<file path="src/rtl/nonrestoring_div.sv">
// ============================================================================
//  Module      : nonrestoring_div
//  Description : Sequential non-restoring divider, one quotient bit per clock.
//                Define BOOTH_DIV_SIGNED_EN for two's-complement operands.
//  Revision    : 1.0  initial release
// ============================================================================
`default_nettype none

module nonrestoring_div #(
   parameter int WIDTH = 4
) (
   input  logic             clk,
   input  logic             rst,
   input  logic             start,
   input  logic [WIDTH-1:0] dividend,
   input  logic [WIDTH-1:0] divisor,
   output logic             busy,
   output logic             done,
   output logic [WIDTH-1:0] quotient,
   output logic [WIDTH-1:0] remainder,
   output logic             div_zero
);

   localparam int CNT_W = (WIDTH > 2) ? $clog2(WIDTH) : 1;
   localparam logic [CNT_W-1:0] CNT_LAST = CNT_W'(WIDTH - 1);

   typedef enum logic [1:0] {
      S_IDLE = 2'd0,
      S_CALC = 2'd1,
      S_FIX  = 2'd2,
      S_DONE = 2'd3
   } state_t;

   state_t           state_q, state_d;
   logic [CNT_W-1:0] cnt_q, cnt_d;
   logic [WIDTH:0]   a_q, a_d;
   logic [WIDTH-1:0] acc_q, acc_d;
   logic [WIDTH-1:0] d_q, d_d;
   logic [WIDTH-1:0] dvd_q, dvd_d;
   logic             zero_q, zero_d;
   logic [WIDTH-1:0] quotient_q, quotient_d;
   logic [WIDTH-1:0] remainder_q, remainder_d;
   logic             div_zero_q, div_zero_d;

   logic [WIDTH-1:0] dividend_mag;
   logic [WIDTH-1:0] divisor_mag;
   logic [WIDTH:0]   a_shift;
   logic [WIDTH:0]   a_step;
   logic [WIDTH-1:0] a_fix;
   logic [WIDTH-1:0] q_res;
   logic [WIDTH-1:0] r_res;

`ifdef BOOTH_DIV_SIGNED_EN
   logic neg_q_q, neg_q_d;
   logic neg_r_q, neg_r_d;

   assign dividend_mag = dividend[WIDTH-1] ? (-dividend) : dividend;
   assign divisor_mag  = divisor[WIDTH-1]  ? (-divisor)  : divisor;
   // Truncating division: quotient sign is the XOR, remainder follows the dividend.
   assign q_res = neg_q_q ? (-acc_q) : acc_q;
   assign r_res = neg_r_q ? (-a_fix) : a_fix;
`else
   assign dividend_mag = dividend;
   assign divisor_mag  = divisor;
   assign q_res        = acc_q;
   assign r_res        = a_fix;
`endif

   // Partial remainder carries a sign bit; A:Q shift feeds the top quotient bit into A.
   assign a_shift = {a_q[WIDTH-1:0], acc_q[WIDTH-1]};
   assign a_step  = a_q[WIDTH] ? (a_shift + {1'b0, d_q}) : (a_shift - {1'b0, d_q});
   assign a_fix   = a_q[WIDTH] ? (a_q[WIDTH-1:0] + d_q) : a_q[WIDTH-1:0];

   always_comb begin
      state_d     = state_q;
      cnt_d       = cnt_q;
      a_d         = a_q;
      acc_d       = acc_q;
      d_d         = d_q;
      dvd_d       = dvd_q;
      zero_d      = zero_q;
      quotient_d  = quotient_q;
      remainder_d = remainder_q;
      div_zero_d  = div_zero_q;
`ifdef BOOTH_DIV_SIGNED_EN
      neg_q_d     = neg_q_q;
      neg_r_d     = neg_r_q;
`endif
      case (state_q)
         S_IDLE: begin
            if (start) begin
               dvd_d  = dividend;
               d_d    = divisor_mag;
               acc_d  = dividend_mag;
               a_d    = '0;
               cnt_d  = '0;
               zero_d = (divisor == '0);
`ifdef BOOTH_DIV_SIGNED_EN
               neg_q_d = dividend[WIDTH-1] ^ divisor[WIDTH-1];
               neg_r_d = dividend[WIDTH-1];
`endif
               // A zero divisor skips iteration; FIX loads the saturated result.
               state_d = (divisor == '0) ? S_FIX : S_CALC;
            end
         end
         S_CALC: begin
            a_d   = a_step;
            acc_d = {acc_q[WIDTH-2:0], ~a_step[WIDTH]};
            cnt_d = cnt_q + 1'b1;
            if (cnt_q == CNT_LAST) begin
               state_d = S_FIX;
            end
         end
         S_FIX: begin
            if (zero_q) begin
               quotient_d  = '1;
               remainder_d = dvd_q;
               div_zero_d  = 1'b1;
            end else begin
               quotient_d  = q_res;
               remainder_d = r_res;
               div_zero_d  = 1'b0;
            end
            state_d = S_DONE;
         end
         S_DONE: begin
            state_d = S_IDLE;
         end
         default: begin
            state_d = S_IDLE;
         end
      endcase
   end

   always_ff @(posedge clk) begin
      if (rst) begin
         state_q     <= S_IDLE;
         cnt_q       <= '0;
         a_q         <= '0;
         acc_q       <= '0;
         d_q         <= '0;
         dvd_q       <= '0;
         zero_q      <= 1'b0;
         quotient_q  <= '0;
         remainder_q <= '0;
         div_zero_q  <= 1'b0;
`ifdef BOOTH_DIV_SIGNED_EN
         neg_q_q     <= 1'b0;
         neg_r_q     <= 1'b0;
`endif
      end else begin
         state_q     <= state_d;
         cnt_q       <= cnt_d;
         a_q         <= a_d;
         acc_q       <= acc_d;
         d_q         <= d_d;
         dvd_q       <= dvd_d;
         zero_q      <= zero_d;
         quotient_q  <= quotient_d;
         remainder_q <= remainder_d;
         div_zero_q  <= div_zero_d;
`ifdef BOOTH_DIV_SIGNED_EN
         neg_q_q     <= neg_q_d;
         neg_r_q     <= neg_r_d;
`endif
      end
   end

   assign busy      = (state_q == S_CALC) || (state_q == S_FIX);
   assign done      = (state_q == S_DONE);
   assign quotient  = quotient_q;
   assign remainder = remainder_q;
   assign div_zero  = div_zero_q;

endmodule

`default_nettype wire

</file>
<file path="config.mk">
export PLATFORM = sky130hd
export DESIGN_NAME = nonrestoring_div
export DESIGN_NICKNAME = d
export VERILOG_FILES = /design/src/rtl/nonrestoring_div.sv
export SDC_FILE = /design/constraint.sdc
export NUM_CORES = 1
export LEC_CHECK = 0
export BUFFER_PORTS_ARGS = -buffer_cell sky130_fd_sc_hd__buf_2
export CORE_MARGIN = 10
export CORE_UTILIZATION = 61
export CTS_CLUSTER_SIZE = 10
export DETAILED_ROUTE_END_ITERATION = 16
export GPL_TIMING_DRIVEN = 0
export PLACE_DENSITY = 0.84
export SLEW_MARGIN = 25
export SYNTH_ARGS = -nofsm -noshare
export SYNTH_HDL_FRONTEND = slang
export SYNTH_SLANG_ARGS = --single-unit
</file>
<file path="constraint.sdc">
create_clock -name clk -period 5 [get_ports clk]
set_input_delay 0.25 -clock clk [delete_from_list [all_inputs] [get_ports clk]]
set_output_delay 0.25 -clock clk [all_outputs]
set_load 0.02 [all_outputs]
</file>
[Yosys cells after proc, flatten, opt, wreduce, memory -nomap -nowiden]
Index checks and enable logic that the tools add are counted.
Operators by class
  muxes and demuxes: 15
  equality and inequality tests: 6
  add/subtract/negate cells: 4
  bitwise gates (word level): 1
  reductions and logical operators: 7
Operators by type and width (number)
  $mux 4: 4
  $mux 5: 2
  $pmux 5 s2: 1
  $mux 2: 4
  $pmux 2 s4: 1
  $pmux 4 s2: 1
  $eq 2x2->1 const B: 3
  $reduce_and 2->1: 3
  $add 5x4->5: 1
  $sub 5x4->5: 1
  $add 4x4->4: 1
  $logic_not 4->1: 1
  $ne 2x2->1 const B: 2
  $pmux 2 s2: 1
  $add 2x1->2 const B: 1
  $eq 2x1->1 const B: 1
  $logic_not 2->1: 1
  $reduce_bool 2->1: 1
  $logic_or 1x1->1: 1
  $mux 1: 1
  $not 1->1: 1
Word-level totals
  bits in registers: 31
  output and inout bits: 11

[Logic depth before layout (Yosys ltp)]
Gate-level depths: netlist of the first run.
  depth in word-level cells: 4
  gate-level depth with buffers: 9
  depth with buffers taken out: 9

[Worst setup path after synthesis of the first run]
OpenSTA, ideal clock, no wires.
  path type: flip-flop to flip-flop
  from: register d_q[1]
  to: register acc_q[0]
  library setup time: 0.127 ns
  cell stages (with the launch flop): 10
  period minus slack after synthesis: 1.968 ns
  path buffers: 0
  arrival time: 1.842 ns
  required time: 4.873 ns
  setup slack: 3.032 ns
  cell sequence: dfxtp_1 > inv_1 > ha_1 > mux2_2 > inv_1 > fa_1 > nand2b_1 > a21oi_1 > xnor2_1 > a21oi_1
Between the ends
  longest elaborated chain between the ends: 4
  elaborated cells on any way between the ends: 5
Ends and longest elaborated chain
  start: declaration: RTL line 38  | logic [WIDTH-1:0] d_q, d_d;
  start signal: assignment: RTL line 141  | d_q <= '0;
  start signal: assignment: RTL line 156  | d_q <= d_d;
  $sub 5x4->5 / $add 5x4->5 (equally long branches): RTL line 71  | assign a_step = a_q[WIDTH] ? (a_shift + {1'b0, d_q}) : (a_shift - {1'b0, d_q});
  $mux 5 (*): RTL line 71
  $not 1->1 (*): RTL line 108  | acc_d = {acc_q[WIDTH-2:0], ~a_step[WIDTH]};
  $pmux 4 s2 (*): RTL line 89  | case (state_q)
  end signal: assignment: RTL line 140  | acc_q <= '0;
  end signal: assignment: RTL line 155  | acc_q <= acc_d;
  end: declaration: RTL line 37  | logic [WIDTH-1:0] acc_q, acc_d;
Every way passes the cells marked *; elsewhere a longest branch is shown, timed or not.
A chain may end at the register's enable or synchronous reset.

[Final worst setup path of the first run]
Ends and elaborated chain as after synthesis.

==> metrics, run 1 <==
Max Cap Violations 0; count of final setup violators 0; Max Slew Vio Count 0; Reg clk slew, reported paths 100 ps; Synth Flop Type dfxtp_1; Cell Rows 19; cell depth of the worst hold path 3; clk_skew 6.69 ps; Async S/R FF share, synth 0; Reg2Reg Depth 9; Port Buffers 21; post-synthesis net count 235; CTS buffer count 5; worst endpoint required time 5220 ps; DR WL/cell 14.2 um; Layout area overhead 11.6%; Ys Warns 0; CTS tree done; remaining antenna violation count after routing 0; Diodes inserted 0; RD Place Congestion 0.847; fin nets 263; HPWL after detailed placement 2860 um; clk_lat worst skew 330 ps; RSZ-0062 raised after global routing no; Distinct cells, synth 42; R2R Path Start d_q[1]; hold_buf cts 0; Die Width between 70 and 80 um; CP max stage cell fa_1; final hold vios 0; VDD IR max 392 uV; met1 Usage GRT 0.184; grt met3 use 0.0538; largest net degree at the start of global routing 11; Overflow after GRT 0; period utilisation layout 0.438; post-synthesis sequential area ratio 0.358; first-pass GRT wire length 6400 um; reg-to-reg slack, setup 2810 ps; post-synth top area share 0.358; outcome complete, no violations; r2r endpoint acc_q[0]; top post-synthesis cells by area dfxtp_1, ha_1, nor2_1, a21oi_1, mux2i_1; Hold Path Class in2reg; Max clock buf depth 2; # DRC 0; fmax 457 MHz; Min-Delay Startpoint divisor[1]; crit start category flip-flop; clock sinks 31; H-tree level count 2; relative slew slack 0.505; Setup TNS 0 ps; initial drt markers 116; worst slew pin tran 735 ps; die footprint 5370 um2; CP max FO 5; CP Cell Sequence inv_1, ha_1, mux2_2, inv_1, fa_1, nand2b_1, a21oi_1, xnor2_1, a21oi_1; GRT busiest layer met2; vias per cell 5.60; critical path type reg2reg; number of enable flip-flop cells after synthesis 0; DR vias about 1500; Leakage between 0.8 and 0.9 nW; register area 621 um2; Avg Cell Area, Syn 8.29 um2; Die Y-Extent 73.3 um; number of global-route vias before repair 1465; post-cts resize count 0; initial core utilization 0.634; io pins 22; Pre-antenna DRT Iters 4; Pwr Density 476 nW/um2; Post-CTS Setup Repair Bufs 0; CP peak stage delay 420 ps; met2 usage 0.223; Yosys reg bits 31; Fillers 235; core area 2730 um2; utilization after layout 0.707; Yosys top cell by area dfxtp_1; WL final 3810 um; ratio of cells with drive above 1 in the final layout 0.152; Mapped Area approximately 1700 um2; CP endpoint kind flip-flop; critical path data arrival time 2410 ps; multi-input logic area 1010 um2; fin crit period 2190 ps; Cells after Synth between 200 and 250; CTS root buf clkbuf_4; hold path endpoint d_q[1]; initial antenna violation count 0; GRT Total Usage 0.149
metal layers:
metal,part of all wire,up-vias
met5,0,-
met4,0.018,0
met3,0.076,8
met2,0.44,42
met1,0.46,681
li1,-,771
stage by stage:
| step | setup slack (ps) | total power, W | cell area, um2 | hold slack, ps | std cells |
|---|---|---|---|---|---|
| 6_report | 2810 | 0.000920 | 1930 | 158 | 268 |
| 5_1_grt | 2670 | 0.000990 | 1930 | 155 | 268 |
| 4_1_cts | 2810 | 0.000924 | 1930 | 145 | 268 |
| 3_5_place_dp | 2830 | 0.000773 | 1880 | 447 | 261 |
| 3_3_place_gp | 2870 | 0.000760 | 1880 | 445 | 261 |
| 2_1_floorplan | 3030 | 0.000670 | 1730 | 386 | 209 |
cell usage after synthesis (all sizes together), types with 2 or more instances:
cell	count
inv	13
and2	4
nand3	3
a211oi	11
buf	3
xor2	3
fa	2
a31oi	2
nor2	32
a21o	3
o21ai	3
mux2i	9
nand2b	5
a22oi	2
or3	2
a21oi	18
clkbuf	9
dfxtp	31
nand2	24
ha	13
sequential cells by signal (all words and copies together), names as in the netlist:
| register | flops |
|---|---|
| dvd_q | 4 |
| div_zero | 1 |
| cnt_q | 2 |
| quotient | 4 |
| d_q | 4 |
| zero_q | 1 |
| a_q | 5 |
| acc_q | 4 |
| remainder | 4 |
| state_q | 2 |
worst max-delay path, delay by kind of cell (launching register included):
kind,cells,cell delay (ps)
compound gates,2,320
xor+xnor,1,180
fa+ha+maj,2,690
simple gates,1,180
buf+inv,2,150
flops,1,400
mux,1,160
power by group:
part / internal [W] / leakage (nW) / switching, W / total (W)
logic: 0.000170 / 0.528 / 0.000251 / 0.000421
clock network: 0.0000650 / 0.0341 / 0.0000840 / 0.000149
registers: 0.000305 / 0.253 / 0.0000453 / 0.000350
total: 0.000540 / 0.816 / 0.000381 / 0.000920
area by class of cell:
type	instances	area share
Timing Repair Buffer	21	0.0544
Sequential cell	31	0.321
Buffer	12	0.0278
Tap cell	31	0.0201
Multi-Input combinational cell	153	0.522
Clock inverter	1	0.00259
Inverter	13	0.0252
Clock buffer	6	0.0265
worst max path at each step:
stage / start / depth (start not counted) / to / slack [ps]
final: d_q[1] / 9 / acc_q[0] / 2810
after detailed placement: d_q[1] / 9 / acc_q[0] / 2830
after global routing: d_q[1] / 9 / acc_q[0] / 2670
after global placement: d_q[1] / 9 / acc_q[0] / 2870
after floorplan: d_q[1] / 9 / acc_q[0] / 3030
after CTS: d_q[1] / 9 / acc_q[0] / 2810
logic make-up after synthesis:
logic type / synth area share
xor+xnor: 0.0202
simple gates: 0.204
mux: 0.0585
compound gates: 0.183
flops: 0.358
buf+inv: 0.0592
fa+ha+maj: 0.117
cells in the final DEF, fill, tap and decap left out, types with 2 or more instances in the layout:
cell type / instances
a22oi_1: 2
a21oi_1: 18
a211oi_1: 10
nor2_1: 32
fa_1: 2
clkbuf_1: 9
and2_1: 3
xor2_1: 3
dfxtp_1: 31
mux2i_1: 9
a21o_1: 3
o21ai_0: 3
clkbuf_4: 5
a31oi_1: 2
inv_1: 13
nand2_1: 24
nand3_1: 3
nand2b_1: 5
buf_2: 22
ha_1: 13
(Power assumes the default switching activity.)
==> run 2, diff against run 1 <==
Settings changed: CORE_UTILIZATION 61 to 57, PLACE_DENSITY 0.84 to 0.8.
Clock period 5 ns to 2.2 ns, I/O delays scaled along.
==> metrics, run 2 (synthesized netlist as in run 1, its figures left out) <==
outcome complete, no violations; Layout area overhead 13.4%; period utilisation layout 0.945 (+0.507); Pwr Density 1120 nW/um2 (+140%); Hold Path Class in2reg; VDD IR max 845 uV (+120%); CTS root buf clkbuf_4; Reg2Reg Depth 8 (-1); critical path type reg2reg; WL final 3990 um (+4.8%); P_sw 0.000886 W (+130%); Overflow after GRT 0 (unchanged); ratio of cells with drive above 1 in the final layout 0.165 (+0.0127); initial drt markers 102 (-12%); Max clock buf depth 2 (unchanged); worst slew pin tran 719 ps (-16.0 ps); count of final setup violators 0 (unchanged); initial antenna violation count 0 (unchanged); Reg clk slew, reported paths 100 ps (about the same); Die Width 75.1 um (+2.5%); worst endpoint required time 2430 ps (-2790 ps); CP max stage cell or4_1; CP peak stage delay 390 ps (-30 ps); clk_lat worst skew 340 ps (about the same); Diodes inserted 0 (unchanged); Pre-antenna DRT Iters 4 (unchanged); Leakage 0.831 nW (+1.9%); most used cell, CP ha_1; clk_skew 13.7 ps (+7.05 ps); Die Y-Extent 75.1 um (+2.5%); number of global-route vias before repair 1376 (-6.1%); most frequent cells in the layout nor2_1, dfxtp_1, nand2_1, buf_2, a21oi_1; fmax 481 MHz (+5.4%); commonest non-fill, non-tap cell in the layout nor2_1; crit start category flip-flop; RD Place Congestion 0.824 (-2.7%); switching share of power 0.402 (-0.0118); clock share of power 0.192 (+0.030); CP bufs+invs 1 (-1); power share of the sequential group 0.363 (-0.018); io pins 22 (unchanged); critical path data arrival time 2310 ps (-100 ps); hold_buf cts 0 (unchanged); CP Cell Sequence inv_1, ha_1, mux2_2, ha_1, a21o_1, a21oi_1, or4_1, o311ai_0; die footprint 5650 um2 (+5.1%); core area 2830 um2 (+3.5%); CP endpoint kind flip-flop; initial core utilization 0.613 (-0.0213); clock sinks 31 (unchanged); Max Slew Vio Count 0 (unchanged); CTS tree done; Cell Rows 19 (unchanged); CTS buffer count 5 (unchanged); Gate power share 0.445 (-0.013); remaining antenna violation count after routing 0 (unchanged); DR vias 1560 (+3.9%); DR WL/cell 14.9 um (+4.8%); fin nets 263 (unchanged); Setup TNS 0 ps (unchanged); Final Total Pwr 0.00221 W (+140%); # DRC 0 (unchanged); Critical Path Stages 8 (-1); Int Power 0.00132 W (+140%); Post-CTS Setup Repair Bufs 0 (unchanged); Biggest register a_q; CP delay by family, top adder cells; first-pass GRT wire length 6330 um (-1.1%); vias per cell 5.82 (+3.9%); relative slew slack 0.515 (+0.0107); fin crit period 2080 ps (-112 ps); Max Cap Violations 0 (unchanged); Hold WS 11.9 ps (-147 ps); GRT Total Usage 0.145 (-0.00470); cell depth of the worst hold path 3 (unchanged); final hold vios 0 (unchanged); Fillers 230 (-2.1%); HPWL after detailed placement 2860 um (+0.12%); CP max FO 5 (unchanged); largest net degree at the start of global routing 11 (unchanged); Port Buffers 21 (unchanged); H-tree level count 2 (unchanged); Largest register FFs 5 (unchanged)
==> run 2: changes by cell type in the layout (fill, tap and decap cells not counted) <==
| cell | delta |
|---|---|
| dfxtp_1 | -2 |
| a21oi_1 | -1 |
| a21oi_2 | +1 |
| bufinv_16 | +1 |
| clkbuf_1 | +1 |
| clkbuf_8 | -1 |
| clkinv_2 | -1 |
| dfxtp_2 | +1 |
| dfxtp_4 | +1 |
| nand2b_1 | -1 |
| nand2b_4 | +1 |
==> run 2: path summary, 6_finish.rpt <==
check,start,endpoint,slack [ps]
max,d_q[1],a_q[3],120
max reg2reg,d_q[1],a_q[3],120
min,divisor[3],d_q[3],10
min reg2reg,dvd_q[0],dvd_q[0],470
==> run 2: worst min-delay path, stage by stage <==
cell	delay (ps)
buf_2	100
nand2_1	50
a21oi_1	50
==> run 2: timing repair <==
item / CTS / global route
pin swaps: 0 / 1
gates resized for setup: 1 / 4
endpoints found under the setup margin: 1 / 3
==> run 2: final cells by class <==
| type | count | area [um2] | share of cell area |
|---|---|---|---|
| Clock inverter | 1 | 30.0 | 0.0153 |
| Multi-Input combinational cell | 153 | 1020 | 0.520 |
| Tap cell | 31 | 38.8 | 0.0197 |
| Sequential cell | 31 | 626 | 0.318 |
| Timing Repair Buffer | 21 | 105 | 0.0535 |
| Buffer | 12 | 53.8 | 0.0274 |
| Clock buffer | 6 | 41.3 | 0.0210 |
| Inverter | 13 | 48.8 | 0.0248 |
==> run 2: per-layer routing <==
layer / global-route usage / part of all wire
met1: 0.186 / 0.46
met2: 0.213 / 0.45
met3: 0.0460 / 0.070
met4: 0.0701 / 0.024
met5: 0 / 0
==> run 2: power by group through the flow <==
stage / sequential (W) / clock, W / combinational (W)
finish: 0.000800 / 0.000424 / 0.000982
global placement: 0.000804 / 0 / 0.000932
floorplan: 0.000833 / 0 / 0.000689
CTS: 0.000795 / 0.000431 / 0.000963
global route: 0.000818 / 0.000455 / 0.00110
detailed placement: 0.000809 / 0 / 0.000951
==> run 2: through the flow <==
stage	worst slack, ps	instance area [um2]	utilization	cells
floorplan	232	1730	-	209
global placement	41.0	1880	0.663	261
detailed placement	29.0	1880	0.663	261
CTS	37.2	1950	0.690	268
global route	-30.1	1960	0.694	268
finish	122	1960	0.694	268
==> run 3, diff against run 2 <==
Settings changed: ABC_AREA set to 1.
==> metrics, run 3 <==
HPWL after detailed placement 3020 um (+5.7%); Setup TNS 0 ps (unchanged); number of global-route vias before repair 1414 (+2.8%); Overflow after GRT 0 (unchanged); Post-CTS Setup Repair Bufs 0 (unchanged); CTS tree done; clk_lat worst skew 340 ps (about the same); Pre-antenna DRT Iters 4 (unchanged); Hold Path Class in2reg; commonest non-fill, non-tap cell in the layout nand2_1; fin nets 279 (+6.1%); io pins 22 (unchanged); post-synth top area share 0.360 (+0.00182); ratio of cells with drive above 1 in the final layout 0.209 (+0.0441); hold path endpoint dvd_q[0]; core area 2830 um2 (unchanged); clk_skew 8.51 ps (-5.23 ps); initial core utilization 0.609 (-0.00310); initial antenna violation count 0 (unchanged); Diodes inserted 0 (unchanged); Yosys reg bits 31 (unchanged); top post-synthesis cells by area dfxtp_1, ha_1, a21oi_1, nand2_1, o21ai_0; Pwr Density 1310 nW/um2 (+17%); fmax 491 MHz (+2.1%); CTS buffer count 5 (unchanged); Reg2Reg Depth 13 (+5); number of enable flip-flop cells after synthesis 0 (unchanged); WL final 3930 um (-1.7%); R2R Path Start d_q[1]; first-pass GRT wire length 6400 um (+1.1%); H-tree level count 2 (unchanged); outcome complete, no violations; CP Cell Sequence inv_1, ha_1, inv_1, o21ai_2, inv_1, fa_2, inv_1, nand2_1, nand3_1, nand3_1, nand3_1, nand3_1, a21oi_2; CP endpoint kind flip-flop; Min-Delay Startpoint dividend[0]; relative slew slack 0.745 (+0.230); cell depth of the worst hold path 3 (unchanged); Ys Warns 0 (unchanged); Hold WS 58.3 ps (+46.4 ps); Max clock buf depth 2 (unchanged); Mapped Area 1720 um2 (-0.51%); Synth Flop Type dfxtp_1; Port Buffers 21 (unchanged); CP peak stage delay 350 ps (-40 ps); Avg Cell Area, Syn 7.70 um2 (-7.2%); GRT Total Usage 0.148 (+0.00352); worst slew pin tran 379 ps (-341 ps); worst endpoint required time 2470 ps (+40 ps); DR WL/cell 13.8 um (-7.6%); fin crit period 2030 ps (-43.4 ps); reg-to-reg slack, setup 170 ps (+40 ps); period utilisation layout 0.925 (-0.0197); DR vias 1543 (-1.1%); final hold vios 0 (unchanged); post-synthesis sequential area ratio 0.360 (+0.00182); Cell Rows 19 (unchanged); Largest register FFs 5 (unchanged); CTS root buf clkbuf_4; Max Cap Violations 0 (unchanged); Cells after Synth 224 (+7.2%); post-synthesis net count 250 (+6.4%); VDD IR max 965 uV (+14%); Leakage 0.883 nW (+6.3%); remaining antenna violation count after routing 0 (unchanged); Layout area overhead 12.6%; # DRC 0 (unchanged); Distinct cells, synth 31 (-26%); Die Width 75 um (-0.18%); Async S/R FF share, synth 0 (unchanged); die footprint 5630 um2 (-0.36%); Yosys top cell by area dfxtp_1; Fillers 268 (+17%); vias per cell 5.41 (-7.0%); crit start category flip-flop; critical path type reg2reg; Synth top cells by count nand2_1, dfxtp_1, inv_1, a21oi_1, o21ai_0; r2r endpoint acc_q[0]; multi-input logic area 933 um2 (-8.6%); CP max FO 4 (-1); largest net degree at the start of global routing 11 (unchanged); Die Y-Extent 75 um (-0.18%); most frequent cell after synthesis nand2_1; register area 623 um2 (-0.40%); Reg clk slew, reported paths 100 ps (about the same); RD Place Congestion 0.906 (+9.9%); initial drt markers 81 (-21%); clock sinks 31 (unchanged); most frequent cells in the layout nand2_1, inv_1, dfxtp_1, a21oi_1; count of final setup violators 0 (unchanged); critical path data arrival time 2310 ps (about the same); Max Slew Vio Count 0 (unchanged); Biggest register a_q; CP max stage cell dfxtp_2
run 3: repair_timing:
action	in CTS	in global routing
pin swaps	0	1
setup endpoints to repair	1	2
resized for setup	1	5
hold buffers	1	0
endpoints found under the hold margin	2	0
run 3: logic make-up after synthesis:
group                      count (synthesis)  synth area share
buffers and inverters                     40             0.104
AOI/OAI and AO/OA                         70             0.234
xor gates and xnor gates                   4            0.0203
DFF                                       31             0.360
and+or+nand+nor                           64             0.164
adders and majority gates                 15             0.118
run 3: critical path, delay by kind of cell, from the launching register on:
kind | cells | cell delay, ps
buffers and inverters | 4 | 300
AND/OR/NAND/NOR | 5 | 420
AO/OA/AOI/OAI | 2 | 260
adder cells (fa/ha/maj) | 2 | 630
flip-flops | 1 | 350
run 3: worst max path at each step:
stage | start | to | slack, ps | cells past startpoint
final | d_q[1] | acc_q[0] | 170 | 13
after global routing | d_q[1] | acc_q[0] | -20 | 13
after CTS | d_q[1] | acc_q[0] | 40 | 13
after detailed placement | d_q[1] | acc_q[0] | -0.5 | 13
after global placement | d_q[1] | acc_q[0] | 6 | 13
after floorplan | d_q[1] | acc_q[0] | 250 | 13
run 3: metrics by stage:
step                cells  setup slack, ps  power, W  cell area [um2]  utilization
global route          285            -15.9   0.00279             1940        0.686
finish                285              165   0.00254             1940        0.686
detailed placement    276           -0.467   0.00222             1870        0.660
global placement      276             5.82   0.00218             1870        0.660
floorplan             224              252   0.00191             1720            -
CTS                   285             37.9   0.00254             1930        0.682
run 3: final cells by class:
type                       count  area share
multi-input combinational    153       0.481
buffer                         7      0.0290
tap                           31      0.0200
inverter                      33      0.0638
clock inverter                 1     0.00258
timing repair buffer          22      0.0593
sequential                    31       0.321
clock buffer                   7      0.0232
run 3: power breakdown:
part | switching (W) | internal, W | total (W)
Combinational | 0.000849 | 0.000508 | 0.00136
Clock | 0.000195 | 0.000124 | 0.000320
Sequential | 0.000131 | 0.000736 | 0.000867
Total | 0.00118 | 0.00137 | 0.00254
run 3: per-layer routing:
layer,vias to the layer above,global-route usage,wire (um),share of wire
met5,-,0,0,0
met4,0,0.0735,85,0.022
met3,8,0.0591,280,0.071
met2,39,0.223,1770,0.45
met1,694,0.179,1790,0.46
li1,802,-,-,-
